--- config.mk ---
export PLATFORM = sky130hd
export DESIGN_NAME = uart_frame_rx
export DESIGN_NICKNAME = d
export VERILOG_FILES = /design/src/rtl/uart_frame_rx.sv
export SDC_FILE = /design/constraint.sdc
export NUM_CORES = 1
export LEC_CHECK = 0
export CORE_MARGIN = 2
export CORE_UTILIZATION = 49
export CTS_BUF_LIST = sky130_fd_sc_hd__clkbuf_4 sky130_fd_sc_hd__clkbuf_8
export DETAILED_ROUTE_END_ITERATION = 12
export GPL_TIMING_DRIVEN = 0
export PLACE_DENSITY = 0.74
export SYNTH_ARGS = -nofsm -noshare
export SYNTH_HDL_FRONTEND = slang
export SYNTH_SLANG_ARGS = --single-unit
--- constraint.sdc ---
create_clock -name clk -period 3.4 [get_ports clk]
set_input_delay 0.68 -clock clk [delete_from_list [all_inputs] [get_ports clk]]
set_output_delay 0.68 -clock clk [all_outputs]
set_load 0.01 [all_outputs]
--- src/rtl/uart_frame_rx.sv ---
// Parses SYNC,LEN,payload,CHK frames from UART byte strobes; frame presented 1 cycle after CHK strobe.
// Held frame waits for frame_ready; a new frame arriving while blocked is dropped (overrun). FRAME_STATS_EN enables good/bad counters.
module uart_frame_rx #(
    parameter int         MAX_LEN        = 4,
    parameter logic [7:0] SYNC_BYTE      = 8'hA5,
    parameter int         TIMEOUT_CYCLES = 60000
) (
    input  logic                   clk,
    input  logic                   rst_n,
    input  logic                   rx_valid,
    input  logic [7:0]             rx_byte,
    input  logic                   rx_error,
    output logic [8*MAX_LEN-1:0]   frame_data,
    output logic [7:0]             frame_len,
    output logic                   frame_valid,
    input  logic                   frame_ready,
    output logic                   err_pulse,
    output logic [1:0]             err_code,
    output logic [15:0]            good_cnt,
    output logic [15:0]            bad_cnt
);

    localparam int              TW        = $clog2(TIMEOUT_CYCLES + 1);
    localparam logic [TW-1:0]   TMO_LAST  = TW'(TIMEOUT_CYCLES - 1);
    localparam logic [7:0]      MAX_LEN_B = 8'(MAX_LEN);

    typedef enum logic [1:0] {S_IDLE, S_LEN, S_PAYLOAD, S_CHK} state_t;

    state_t                 state_q;
    logic [7:0]             len_q;
    logic [7:0]             idx_q;
    logic [7:0]             acc_q;
    logic [8*MAX_LEN-1:0]   shadow_q;
    logic [TW-1:0]          tmo_q;
    logic [8*MAX_LEN-1:0]   frame_data_q;
    logic [7:0]             frame_len_q;
    logic                   frame_valid_q;
    logic                   err_pulse_q;
    logic [1:0]             err_code_q;

    logic       len_ok, tmo_hit, abort, chk_done, chk_good, overrun, load;
    logic       err_ev;
    logic [1:0] err_cd;

    always_comb begin
        len_ok   = (rx_byte != 8'd0) && (rx_byte <= MAX_LEN_B);
        tmo_hit  = (state_q != S_IDLE) && !rx_valid && (tmo_q == TMO_LAST);
        abort    = (state_q != S_IDLE) && (rx_error || tmo_hit);
        chk_done = (state_q == S_CHK) && rx_valid && !rx_error;
        chk_good = chk_done && (rx_byte == acc_q);
        // A consumer accepting in the completion cycle frees the slot, so no overrun.
        overrun  = chk_good && frame_valid_q && !frame_ready;
        load     = chk_good && !overrun;
        err_ev   = 1'b0;
        err_cd   = 2'd0;
        if (abort) begin
            err_ev = 1'b1;
            err_cd = 2'd2;
        end else if ((state_q == S_LEN) && rx_valid && !len_ok) begin
            err_ev = 1'b1;
            err_cd = 2'd0;
        end else if (chk_done && !chk_good) begin
            err_ev = 1'b1;
            err_cd = 2'd1;
        end else if (overrun) begin
            err_ev = 1'b1;
            err_cd = 2'd3;
        end
    end

    always_ff @(posedge clk or negedge rst_n) begin
        if (!rst_n) begin
            state_q       <= S_IDLE;
            len_q         <= 8'd0;
            idx_q         <= 8'd0;
            acc_q         <= 8'd0;
            shadow_q      <= '0;
            tmo_q         <= '0;
            frame_data_q  <= '0;
            frame_len_q   <= 8'd0;
            frame_valid_q <= 1'b0;
            err_pulse_q   <= 1'b0;
            err_code_q    <= 2'd0;
        end else begin
            err_pulse_q <= err_ev;
            if (err_ev) begin
                err_code_q <= err_cd;
            end

            if (load) begin
                frame_data_q  <= shadow_q;
                frame_len_q   <= len_q;
                frame_valid_q <= 1'b1;
            end else if (frame_valid_q && frame_ready) begin
                frame_valid_q <= 1'b0;
            end

            if ((state_q == S_IDLE) || rx_valid) begin
                tmo_q <= '0;
            end else begin
                tmo_q <= tmo_q + 1'b1;
            end

            if (abort) begin
                state_q <= S_IDLE;
            end else if (rx_valid) begin
                case (state_q)
                    S_IDLE: begin
                        if (rx_byte == SYNC_BYTE) begin
                            state_q <= S_LEN;
                        end
                    end
                    S_LEN: begin
                        if (len_ok) begin
                            len_q    <= rx_byte;
                            acc_q    <= rx_byte;
                            idx_q    <= 8'd0;
                            shadow_q <= '0;
                            state_q  <= S_PAYLOAD;
                        end else begin
                            state_q <= S_IDLE;
                        end
                    end
                    S_PAYLOAD: begin
                        for (int i = 0; i < MAX_LEN; i++) begin
                            if (idx_q == 8'(i)) begin
                                shadow_q[i*8 +: 8] <= rx_byte;
                            end
                        end
                        acc_q <= acc_q ^ rx_byte;
                        idx_q <= idx_q + 8'd1;
                        if (idx_q == 8'(len_q - 8'd1)) begin
                            state_q <= S_CHK;
                        end
                    end
                    default: state_q <= S_IDLE;
                endcase
            end
        end
    end

    assign frame_data  = frame_data_q;
    assign frame_len   = frame_len_q;
    assign frame_valid = frame_valid_q;
    assign err_pulse   = err_pulse_q;
    assign err_code    = err_code_q;

`ifdef FRAME_STATS_EN
    logic [15:0] good_cnt_q;
    logic [15:0] bad_cnt_q;

    always_ff @(posedge clk or negedge rst_n) begin
        if (!rst_n) begin
            good_cnt_q <= 16'd0;
            bad_cnt_q  <= 16'd0;
        end else begin
            if (load && (good_cnt_q != 16'hFFFF)) begin
                good_cnt_q <= good_cnt_q + 16'd1;
            end
            if (err_ev && (bad_cnt_q != 16'hFFFF)) begin
                bad_cnt_q <= bad_cnt_q + 16'd1;
            end
        end
    end

    assign good_cnt = good_cnt_q;
    assign bad_cnt  = bad_cnt_q;
`else
    assign good_cnt = 16'h0000;
    assign bad_cnt  = 16'h0000;
`endif

endmodule
-- Word level (Yosys, flattened, before mapping)
Cells that the tools add are included.
- output and inout bits: 76
- input bits: 13
- word-level logic and storage cells: 100
- flip-flop bits (word level): 118
- reduce and logical (&&, ||, !) cells: 36
- order comparisons: 1
- mux-type cells: 27
- $add $sub $neg: 3
- eq/ne operators: 17
- bitwise operators: 2
- operator list (cell ; count):
    32-bit case mux with 2 select lines ; 1
    8-bit 2-to-1 mux ; 6
    32-bit 2-to-1 mux ; 1
    8-bit case mux with 2 select lines ; 2
    5-bit AND reduction ; 4
    2-bit 2-to-1 mux ; 9
    16-bit by 1-bit adder with 16-bit output, second input constant ; 1
    16-bit equality test, second input constant ; 1
    8-bit by 2-bit equality test with 1-bit output, second input constant ; 2
    8-bit equality test ; 2
    16-bit 2-to-1 mux ; 1
    1-bit logical AND ; 14
    2-bit != test, second input constant ; 5
    8-bit by 1-bit adder with 8-bit output, second input constant ; 1
    8-bit by 1-bit equality test with 1-bit output, second input constant ; 1
    8-bit equality test, second input constant ; 1
    8-bit by 3-bit less-or-equal comparator with 1-bit output, second input constant ; 1
    8-bit zero test ; 1
    4-bit AND reduction ; 2
    2-bit nonzero test ; 4
    8-bit nonzero test ; 1
    8-bit by 1-bit subtractor with 8-bit output, second input constant ; 1
    8-bit XOR ; 1
    1-bit zero test ; 6
    other kinds (10) ; 17

-- Longest topological paths before layout
- word-level depth: 10
- mapped depth: 8
- mapped depth without buffers: 7

-- Worst setup path after synthesis
OpenSTA, ideal clock, no wires.
- path type: in2reg
- from: in rx_byte[7]
- to: reg frame_data_q[0], in the netlist frame_data[0]
- stages: 8
- required time: 3.275 ns
- slack: 1.058 ns
- buffers on the path: 3
- library setup time: 0.125 ns
- arrival: 2.217 ns
- cell sequence: buf_2 -> xor2_1 -> nor4_1 -> nand2_1 -> or3_1 -> buf_2 -> buf_6 -> mux2_4
- cells in the longest elaborated chain, start to end: 6
- RTL lines (item ; line ; RTL):
    from (decl) ; 11 ; input logic [7:0] rx_byte,
    8-bit equality test * ; 50 ; chk_good = chk_done && (rx_byte == acc_q);
    1-bit logical AND * ; 50 ;
    1-bit logical AND (2 in series) ; 52 ; overrun = chk_good && frame_valid_q && !frame_ready;
    1-bit zero test ; 53 ; load = chk_good && !overrun;
    1-bit logical AND * ; 53 ;
    to (signal assigned) ; 91 ; frame_data_q <= shadow_q;
    to (decl) ; 35 ; logic [8*MAX_LEN-1:0] frame_data_q;
Mark *: on every way between the ends. The rest lies on a longest branch, timed or not.
A chain may end at the register's enable or synchronous reset.

-- Worst setup path in the final report
- from: in rx_valid
- to: reg frame_data_q[14], in the netlist frame_data[14]
- cells in the longest elaborated chain, start to end: 7
- RTL lines (item ; line ; RTL):
    from (decl) ; 10 ; input logic rx_valid,
    1-bit logical AND * (2 in series) ; 49 ; chk_done = (state_q == S_CHK) && rx_valid && !rx_error;
    1-bit logical AND * ; 50 ;
    1-bit logical AND (2 in series) ; 52 ;
    1-bit zero test ; 53 ;
    1-bit logical AND * ; 53 ;
Marked as above.

==> impl_metrics.yaml <==
timing:
  fin_crit_ns: 2.46
  final-setup-viol-count: 0
  worstMarginPinSlew_ns: 0.781
  hold_ws_ns: 0.307
  fin_setup_tns_ns: 0
  finalHoldViolCount: 0
  period_share_pct: 72.2
  slew_violations: 0
  grt_setup_unrepaired: "no"
  maxSlewHeadroom_pct: 47.9
  finClkSkew_ns: 0.0119
  timing.fmax_ghz: 0.407
synth:
  synthFlopType: "dfrtp_1"
  synth_warnings: 0
  syn_area_mm2: 0.00578
  yosysTopAreaCellShare_pct: 51.1
  avgSynthCellArea_um2: 11.9
  ys_types: 56
  ys_ff_latch: 118
  synth_edf_count: 0
  synth_cells: 485
  synth_top_cell_by_area: "dfrtp_1"
  async_reset_ff_share_pct: 100
  synth_seq_area_share_pct: 51.1
  ys_top_cells_by_area: "dfrtp_1 (51%), mux2_4 (10%), a32o_1 (5.7%)"
routing:
  routed_via_density: 5.27
  wire_per_inst_um: 15.6
  num_vias: 3898
  wl_um: 11500
  drt_pass1_iterations: 4
  drt_drc_violations_left: 0
  ant_nets: 0
  initialDrtViolationCount: 240
floorplanning:
  chipWidth_um: 113
  pin_count: 89
  dieArea_mm2: 0.0127
  start_util_pct: 50.4
  fp.dieH_um: 113
  rows: 39
  core_mm2: 0.0115
final_layout:
  layout_common_cells: "dfrtp_1 (118), clkdlybuf4s50_1 (47), mux2_4 (40)"
  multi_input_area_mm2: 0.00247
  drive_gt1_share_pct: 21.8
  utilization_pct: 61.4
  nNetsFinal: 603
  fillers: 906
  antenna_cells: 0
  regArea_mm2: 0.00295
  fin_area_mm2: 0.00704
  area_delta_synth_final_pct: 21.8
  layout_commonest_cell: "dfrtp_1"
power_and_ir_drop:
  sw_frac_of_total_pct: 22.3
  p_int_w: 0.00233
  p_seq_share_pct: 47.0
  leakagePower_nw: 3.33
  finalPower_w: 0.00301
  clkPwrFrac_pct: 48.5
  p_sw_w: 0.000671
  ir_worst_vdd_mv: 0.320
  p_comb_share_pct: 4.5
  power-per-cell-area_mw_per_mm2: 427
setup_path:
  path_class: "input pin to flop"
  cp.arrival_ns: 2.78
  r2r-end: "shadow_q[20]"
  cp.required_ns: 3.72
  cp-end-kind: "flop"
  reg2reg_depth: 7
  startpoint: "rx_valid"
  rr_startpoint: "state_q[1]"
  crit_end: "frame_data[14]"
  start_kind: "input pin"
  ff2ff_setup_slack_ns: 1.19
  cp_max_fo: 10
cts:
  numCtsBuffers: 17
  postCtsSetupRepairBufs: 0
  htreeDepth: 4
  cts_tree: "built"
  cts_resized: 0
  holdBufCountCts: 0
  clock_path_buffers: 2
  clk-insertion-delay-late_ns: 0.45
  clkTransAtPathRegs_ns: 0.07
  cts_root_buf: "clkbuf_8"
  clock_sinks: 118
min_path:
  min_path_type: "input pin to asynchronous set/reset pin"
place:
  dpl_cell_area_mm2: 0.00658
  place.port_buffers: 48
  hpwlAfterDp_um: 8080
  gp_congestion: 0.809
global_route:
  grtUsageTotal_pct: 19.4
  grt_max_degree: 63
  antenna_found_initial: 0
  grt_pass1_wl_um: 19300
  grt_pass1_vias: 3859
  grt_overflow: 0
job:
  drv_cap: 0
status:
  status: "finished clean"
## metrics by stage
step	setup slack (ns)	cells
global placement	-2.65	707
global route	0.797	740
detailed placement	0.497	708
finish	0.944	740
floorplan	1.06	516
CTS	0.954	740
## metal layers
layer	vias up	global-route usage, %	wire length [um]
li1	1855	-	-
met1	1911	25.2	5200
met2	113	30.7	5480
met3	19	5.56	649
met4	0	7.80	208
met5	-	0	0
## worst max-delay path, cell delays in order
cell	delay [ns]
clkdlybuf4s50_1	0.59
nand2_1	0.16
nor2_1	0.20
nand2_1	0.10
or3_1	0.38
buf_2	0.19
buf_6	0.18
mux2_4	0.31
## worst min-delay path by stage
stage	cells past startpoint	from	to	slack [ns]
2_1_floorplan	0	rst_n	acc_q[0]	0.38
3_3_place_gp	1	tmo_q[0]	tmo_q[0]	0.44
3_5_place_dp	1	tmo_q[0]	tmo_q[0]	0.46
4_1_cts	1	rst_n	frame_data[11]	0.33
5_1_grt	1	rst_n	frame_data[9]	0.35
6_report	1	rst_n	frame_data[9]	0.31
## Yosys cell counts, drive strengths merged, types with 5 or more instances
cell type / count
xnor2: 19
or3: 5
a32o: 33
nand4: 7
a21oi: 7
buf: 47
nand3: 6
o21ai: 6
inv: 10
nand2: 39
dfrtp: 118
nor4: 8
clkbuf: 16
nor2: 30
mux2: 40
and2: 5
ha: 6
xor2: 27
nor3: 6
## logic make-up (layout without fill, tap and decap cells)
logic type | after synthesis | in the layout | synth area share (%)
buffers and inverters | 73 | 154 | 8.10
AND/OR/NAND/NOR | 131 | 131 | 11.9
adder cells (fa/ha/maj) | 6 | 6 | 1.30
XOR/XNOR | 46 | 46 | 6.97
flip-flops | 118 | 118 | 51.1
AO/OA/AOI/OAI | 69 | 69 | 10.0
other | 1 | 32 | 0.0649
multiplexers | 41 | 41 | 10.6
## power groups by stage
stage,Sequential (W),Clock [W],Combinational [W]
after global placement,0.00144,0,0.000130
final,0.00141,0.00146,0.000135
after CTS,0.00141,0.00149,0.000136
after global routing,0.00141,0.00155,0.000151
after detailed placement,0.00144,0,0.000135
after floorplan,0.00144,0,0.0000821
## flip-flops by register name, indices dropped and copies added, names as in the netlist
name,flops
frame_data,32
shadow_q,32
tmo_q,16
acc_q,8
frame_len,8
idx_q,8
len_q,8
err_code,2
state_q,2
err_pulse,1
frame_valid,1
## cell type report
type	count	area share [%]
Sequential cell	118	42.0
Multi-Input combinational cell	325	35.2
Timing Repair Buffer	49	7.18
Buffer	63	6.12
Clock buffer	22	4.12
Tap cell	143	2.54
Clock inverter	10	2.38
Inverter	10	0.533
Note: power is estimated with default switching activity, not from simulation.
